==> config.mk <==
export PLATFORM = sky130hd
export DESIGN_NAME = mem_arbiter
export DESIGN_NICKNAME = d
export VERILOG_FILES = /design/src/rtl/machine_pkg.sv /design/src/rtl/mem_arbiter.sv
export SDC_FILE = /design/constraint.sdc
export NUM_CORES = 1
export LEC_CHECK = 0
export ABC_CLOCK_PERIOD_IN_PS = 4100
export BUFFER_PORTS_ARGS = -buffer_cell sky130_fd_sc_hd__buf_2
export CORE_MARGIN = 4
export CORE_UTILIZATION = 30
export CTS_CLUSTER_SIZE = 24
export DETAILED_ROUTE_END_ITERATION = 10
export RECOVER_POWER = 100
export SYNTH_ARGS = -nofsm -noshare
export SYNTH_HDL_FRONTEND = slang
export SYNTH_SLANG_ARGS = --single-unit
==> constraint.sdc <==
create_clock -name clk -period 4.1 [get_ports clk]
set_clock_uncertainty 0.15 [all_clocks]
set_input_delay 0.205 -clock clk [delete_from_list [all_inputs] [get_ports clk]]
set_output_delay 0.205 -clock clk [all_outputs]
set_load 0.05 [all_outputs]
==> src/rtl/machine_pkg.sv <==
// Shared definitions for the machine: arbiter state encoding, bus owner codes
// and a small helper used to find the alternate port.
package machine_pkg;

  typedef enum logic [1:0] {
    ST_IDLE   = 2'd0,
    ST_ACCESS = 2'd1,
    ST_DONE   = 2'd2
  } arb_state_e;

  typedef enum logic [1:0] {
    OWN_NONE = 2'b00,
    OWN_CPU  = 2'b01,
    OWN_DMA  = 2'b10
  } owner_e;

  // The port that gets priority once the current owner has been served.
  function automatic owner_e other_port(input owner_e cur);
    owner_e res;
    case (cur)
      OWN_CPU: res = OWN_DMA;
      OWN_DMA: res = OWN_CPU;
      default: res = OWN_NONE;
    endcase
    return res;
  endfunction

endpackage

==> src/rtl/mem_arbiter.sv <==
// Two-port arbiter sharing the single-port synchronous RAM between the CPU and
// the loader/DMA master; one RAM access per grant, alternating under contention.
module mem_arbiter
  import machine_pkg::*;
#(
  parameter int ADDR_WIDTH = 8,
  parameter int DATA_WIDTH = 8
) (
  input  logic                  clk,
  input  logic                  reset,
  input  logic                  c_req,
  input  logic                  d_req,
  input  logic                  c_we,
  input  logic                  d_we,
  input  logic [ADDR_WIDTH-1:0] c_addr,
  input  logic [ADDR_WIDTH-1:0] d_addr,
  input  logic [DATA_WIDTH-1:0] c_wdata,
  input  logic [DATA_WIDTH-1:0] d_wdata,
  output logic [DATA_WIDTH-1:0] c_rdata,
  output logic [DATA_WIDTH-1:0] d_rdata,
  output logic                  c_ack,
  output logic                  d_ack,
  output logic [ADDR_WIDTH-1:0] mem_addr,
  output logic                  mem_we,
  output logic [DATA_WIDTH-1:0] mem_wdata,
  input  logic [DATA_WIDTH-1:0] mem_rdata,
  output logic [1:0]            owner
);

  arb_state_e            state_r;
  arb_state_e            state_next_s;
  owner_e                owner_r;
  owner_e                owner_next_s;
  logic                  grant_s;
  owner_e                grant_port_s;
  logic                  other_req_s;
  logic                  done_read_s;

  logic [ADDR_WIDTH-1:0] addr_r;
  logic [DATA_WIDTH-1:0] wdata_r;
  logic                  we_r;
  logic [DATA_WIDTH-1:0] c_rdata_r;
  logic [DATA_WIDTH-1:0] d_rdata_r;

  // State and grant owner registers.
  always_ff @(posedge clk) begin
    if (!reset) begin
      state_r <= ST_IDLE;
      owner_r <= OWN_NONE;
    end else begin
      state_r <= state_next_s;
      owner_r <= owner_next_s;
    end
  end

  // Next-state and grant decision; the owner's own request is ignored in DONE.
  always_comb begin
    state_next_s = state_r;
    owner_next_s = owner_r;
    grant_s      = 1'b0;
    grant_port_s = OWN_NONE;
    if (other_port(owner_r) == OWN_DMA) begin
      other_req_s = d_req;
    end else if (other_port(owner_r) == OWN_CPU) begin
      other_req_s = c_req;
    end else begin
      other_req_s = 1'b0;
    end
    case (state_r)
      ST_IDLE: begin
        if (c_req) begin
          grant_s      = 1'b1;
          grant_port_s = OWN_CPU;
          state_next_s = ST_ACCESS;
          owner_next_s = OWN_CPU;
        end else if (d_req) begin
          grant_s      = 1'b1;
          grant_port_s = OWN_DMA;
          state_next_s = ST_ACCESS;
          owner_next_s = OWN_DMA;
        end else begin
          state_next_s = ST_IDLE;
          owner_next_s = OWN_NONE;
        end
      end
      ST_ACCESS: begin
        state_next_s = ST_DONE;
        owner_next_s = owner_r;
      end
      ST_DONE: begin
        if (other_req_s) begin
          grant_s      = 1'b1;
          grant_port_s = other_port(owner_r);
          state_next_s = ST_ACCESS;
          owner_next_s = other_port(owner_r);
        end else begin
          state_next_s = ST_IDLE;
          owner_next_s = OWN_NONE;
        end
      end
      default: begin
        state_next_s = ST_IDLE;
        owner_next_s = OWN_NONE;
      end
    endcase
  end

  // Capture the winning request at grant time so later port changes are ignored.
  always_ff @(posedge clk) begin
    if (!reset) begin
      addr_r  <= {ADDR_WIDTH{1'b0}};
      wdata_r <= {DATA_WIDTH{1'b0}};
      we_r    <= 1'b0;
    end else if (grant_s) begin
      if (grant_port_s == OWN_CPU) begin
        addr_r  <= c_addr;
        wdata_r <= c_wdata;
        we_r    <= c_we;
      end else begin
        addr_r  <= d_addr;
        wdata_r <= d_wdata;
        we_r    <= d_we;
      end
    end
  end

  // Per-port read data holding registers, loaded when a read completes.
  always_ff @(posedge clk) begin
    if (!reset) begin
      c_rdata_r <= {DATA_WIDTH{1'b0}};
      d_rdata_r <= {DATA_WIDTH{1'b0}};
    end else if (done_read_s) begin
      if (owner_r == OWN_CPU) begin
        c_rdata_r <= mem_rdata;
      end else if (owner_r == OWN_DMA) begin
        d_rdata_r <= mem_rdata;
      end
    end
  end

  // Output decode. mem_we is gated by reset so a write caught by reset
  // during ACCESS never reaches the RAM at that edge.
  always_comb begin
    done_read_s = (state_r == ST_DONE) && !we_r;
    c_ack       = (state_r == ST_DONE) && (owner_r == OWN_CPU);
    d_ack       = (state_r == ST_DONE) && (owner_r == OWN_DMA);
    mem_we      = (state_r == ST_ACCESS) && we_r && reset;
    mem_addr    = addr_r;
    mem_wdata   = wdata_r;
    owner       = owner_r;
    if (done_read_s && (owner_r == OWN_CPU)) begin
      c_rdata = mem_rdata;
    end else begin
      c_rdata = c_rdata_r;
    end
    if (done_read_s && (owner_r == OWN_DMA)) begin
      d_rdata = mem_rdata;
    end else begin
      d_rdata = d_rdata_r;
    end
  end

endmodule

==> flow_metrics.py <==
metrics = {
    "clocking": {
        "cts_tree": "done",
        "clockBufferDepth": 2,
        "htree_levels": 2,
        "clk_pin_slew_worst_paths_ns": 0.07,
        "cts_setup_buffers": 0,
        "cts_buffers": 5,
        "clk_latency_ns": 0.28,
        "post_cts_resized": 0,
        "ctsHoldBuffers": 0,
        "cts-root-buf": "clkbuf_8",
        "clkSinkCount": 37,
    },
    "finish": {
        "drive_above_1_share_pct": 25.3,
        "areaGrowthSynthToFinish_pct": 26.8,
        "nFillCells": 568,
        "instances_no_fill": 303,
        "antenna_cells": 0,
        "nNetsFinal": 278,
    },
    "die": {
        "ios": 83,
        "start_util_pct": 31.8,
        "die_w_um": 82.5,
        "rows": 26,
        "dieArea_sq_um": 6810,
        "coreArea_sq_um": 5240,
        "die_h_um": 82.5,
    },
    "place": {
        "dpl.hpwl_um": 2760,
        "dp.cells": 295,
        "numPortBuffers": 82,
        "place_congestion": 0.746,
    },
    "setup_path": {
        "ff2ff_path_depth": 5,
        "cp_data_arrival_time_ns": 3.05,
        "crit_fanout": 27,
        "path_cells": "nand2b_2 > a21oi_1 > clkbuf_2 > or2_1 > a21oi_1",
        "critPathMaxStageDelay_ns": 0.79,
        "crit_path_end_kind": "register",
        "critPathKind": "register to register",
        "rrSetupSlack_ns": 1.03,
        "r2r_end": "mem_wdata[7]",
        "crit_top_cell": "a21oi_1",
        "critical_path_required_ns": 4.09,
        "start_kind": "register",
        "slowest_stage": "a21oi_1",
        "reg2reg_from": "owner[0]",
    },
    "grt": {
        "track_usage_pct": 11.4,
        "grt_pass1_vias": 1354,
        "grt_start_max_net_pins": 39,
        "antenna_found_initial": 0,
        "grt-ovfl-total": 0,
        "grt_pass1_wl_um": 6020,
    },
    "logic_synthesis": {
        "synth.area.top_cells": "dfxtp_1 (44%), mux2i_1 (11%), mux2_2 (10%), o31ai_1 (7.7%), and2_1 (6.8%)",
        "yosysSeqAreaShare_pct": 44.5,
        "syn_area_per_cell_sq_um": 10.9,
        "syn-num-nets": 199,
        "synth_seq_cells": 37,
        "synth_cell_types": 22,
        "syn_inst": 153,
        "synth_area_leader_cell": "dfxtp_1",
        "synth_warnings": 0,
        "syn_area_sq_um": 1670,
        "synth_top_area_share_pct": 44.5,
    },
    "timing": {
        "setup_tns_ns": 0,
        "finalSetupViolCount": 0,
        "worstMarginPinSlew_ns": 1.24,
        "slew_viol_final": 0,
        "rsz0062_at_grt": "false",
        "hold_viol_final": 0,
        "relSlewSlack_pct": 16.4,
        "post-route-min-period_ns": 3.07,
        "period_share_pct": 74.8,
        "clock.fmax_mhz": 326,
    },
    "detailed_routing": {
        "drtAntennaViolNets": 0,
        "drcViolationCount": 0,
        "first_pass_iters": 4,
        "num_vias": 1382,
        "viasPerCell": 4.56,
        "wl_um": 3890,
        "wl_per_cell_um": 12.8,
        "drtIter0Drc": 36,
    },
    "power_and_ir_drop": {
        "powerDensity_nw_per_um2": 437,
        "leakagePower_nw": 0.930,
        "irDropWorstVdd_mv": 0.172,
    },
    "worst_hold_path": {
        "hold_depth": 3,
        "hold_start": "d_we",
        "holdCritPathClass": "primary input to register",
        "holdPathEnd": "we_r",
    },
    "outcome": {
        "outcome": "finished, final reports clean",
    },
    "flow_run": {
        "cap_violations": 0,
    },
}
==> state kept, by name, indices dropped and copies added (netlist names) <==
register   cells
state_r        2
we_r           1
mem_wdata      8
d_rdata_r      8
mem_addr       8
c_rdata_r      8
owner          2
==> how the worst max path moves through the flow <==
stage	startpoint	endpoint
final	owner[0]	mem_wdata[7]
after global routing	owner[0]	mem_wdata[5]
after CTS	state_r[1]	c_rdata[6]
after detailed placement	owner[0]	mem_wdata[7]
after global placement	owner[1]	mem_addr[4]
after floorplan	owner[0]	c_rdata_r[7]
==> per-stage QoR <==
stage                     total power, W  utilization (%)  worst slack [ns]  area, sq um  hold WS [ns]
after global placement          0.000625             40.0              1.88         2100         0.348
after detailed placement        0.000626             40.0              1.78         2100         0.351
after CTS                       0.000953             42.3              1.73         2210        0.0517
after floorplan                 0.000574                -              1.93         1670         0.252
after global routing            0.000966             40.3             0.796         2110        0.0660
final                           0.000923             40.3              1.03         2110        0.0646
==> synth_stat cells <==
cell type and n:
a32oi_1 1, mux2_1 1, nor3_4 2, a21oi_2 1, nor2_1 3, o31ai_1 17, and2_1 18, nand2b_4 3
and3_1 1, buf_6 3, nor2b_1 2, a21oi_4 1, a21oi_1 18, buf_4 2, buf_2 2, nand2b_1 2
dfxtp_1 37, clkbuf_1 4, inv_1 1, mux2i_1 18, or2_1 1, mux2_2 15
==> area by class of cell <==
cell class | count | area, sq um | share of cell area, %
inverter | 1 | 3.75 | 0.178
clock inverter | 1 | 30.0 | 1.42
tap | 70 | 87.6 | 4.15
multi-input combinational | 104 | 793 | 37.6
sequential | 37 | 741 | 35.1
timing repair buffer | 83 | 370 | 17.5
clock buffer | 7 | 86.3 | 4.09
==> where the power goes <==
part / total [W] / switching (W) / internal [W] / leakage, nW
clock: 0.000320 / 0.000122 / 0.000198 / 0.0585
sequential: 0.000399 / 0.0000152 / 0.000384 / 0.303
combinational: 0.000204 / 0.000146 / 0.0000576 / 0.568
==> layout by cell type (no fill, tap or decap) <==
cell type and n:
nor2b_1 2, nor2_1 3, nand2b_1 4, clkbuf_8 6
dfxtp_1 37, nand2b_2 1, o31ai_1 17, mux2_1 13
a21oi_1 19, and2_0 1, nor3_1 2, and2_1 17
or2_1 1, clkbuf_2 1, mux2i_1 18, clkbuf_1 37
and3_1 1, a32oi_1 1, inv_1 1, bufinv_16 1
mux2_2 3, a21oi_2 1, buf_2 46
==> kinds of logic (layout without fill, tap and decap cells) <==
group / after synthesis / count (layout) / synth area share, %
mux: 34 / 34 / 21.6
flops: 37 / 37 / 44.5
buf+inv: 12 / 92 / 4.66
compound gates: 38 / 38 / 15.1
simple gates: 32 / 32 / 14.1
==> critical path: cells and delay by family (launching register included) <==
family	cells	cell delay, ns
simple gates	2	0.81
flops	1	0.33
compound gates	2	0.93
buf+inv	1	0.70
==> per-layer routing <==
metal	vias to the layer above	wire length, um	share of wire, %	GRT usage [%]
met3	4	305	7.8	3.15
met2	57	1770	45	18.9
met1	617	1780	46	14.2
li1	704	-	-	-
met5	-	0	0	0
met4	0	44	1.1	3.92
Power figures use the tool's default switching activity.
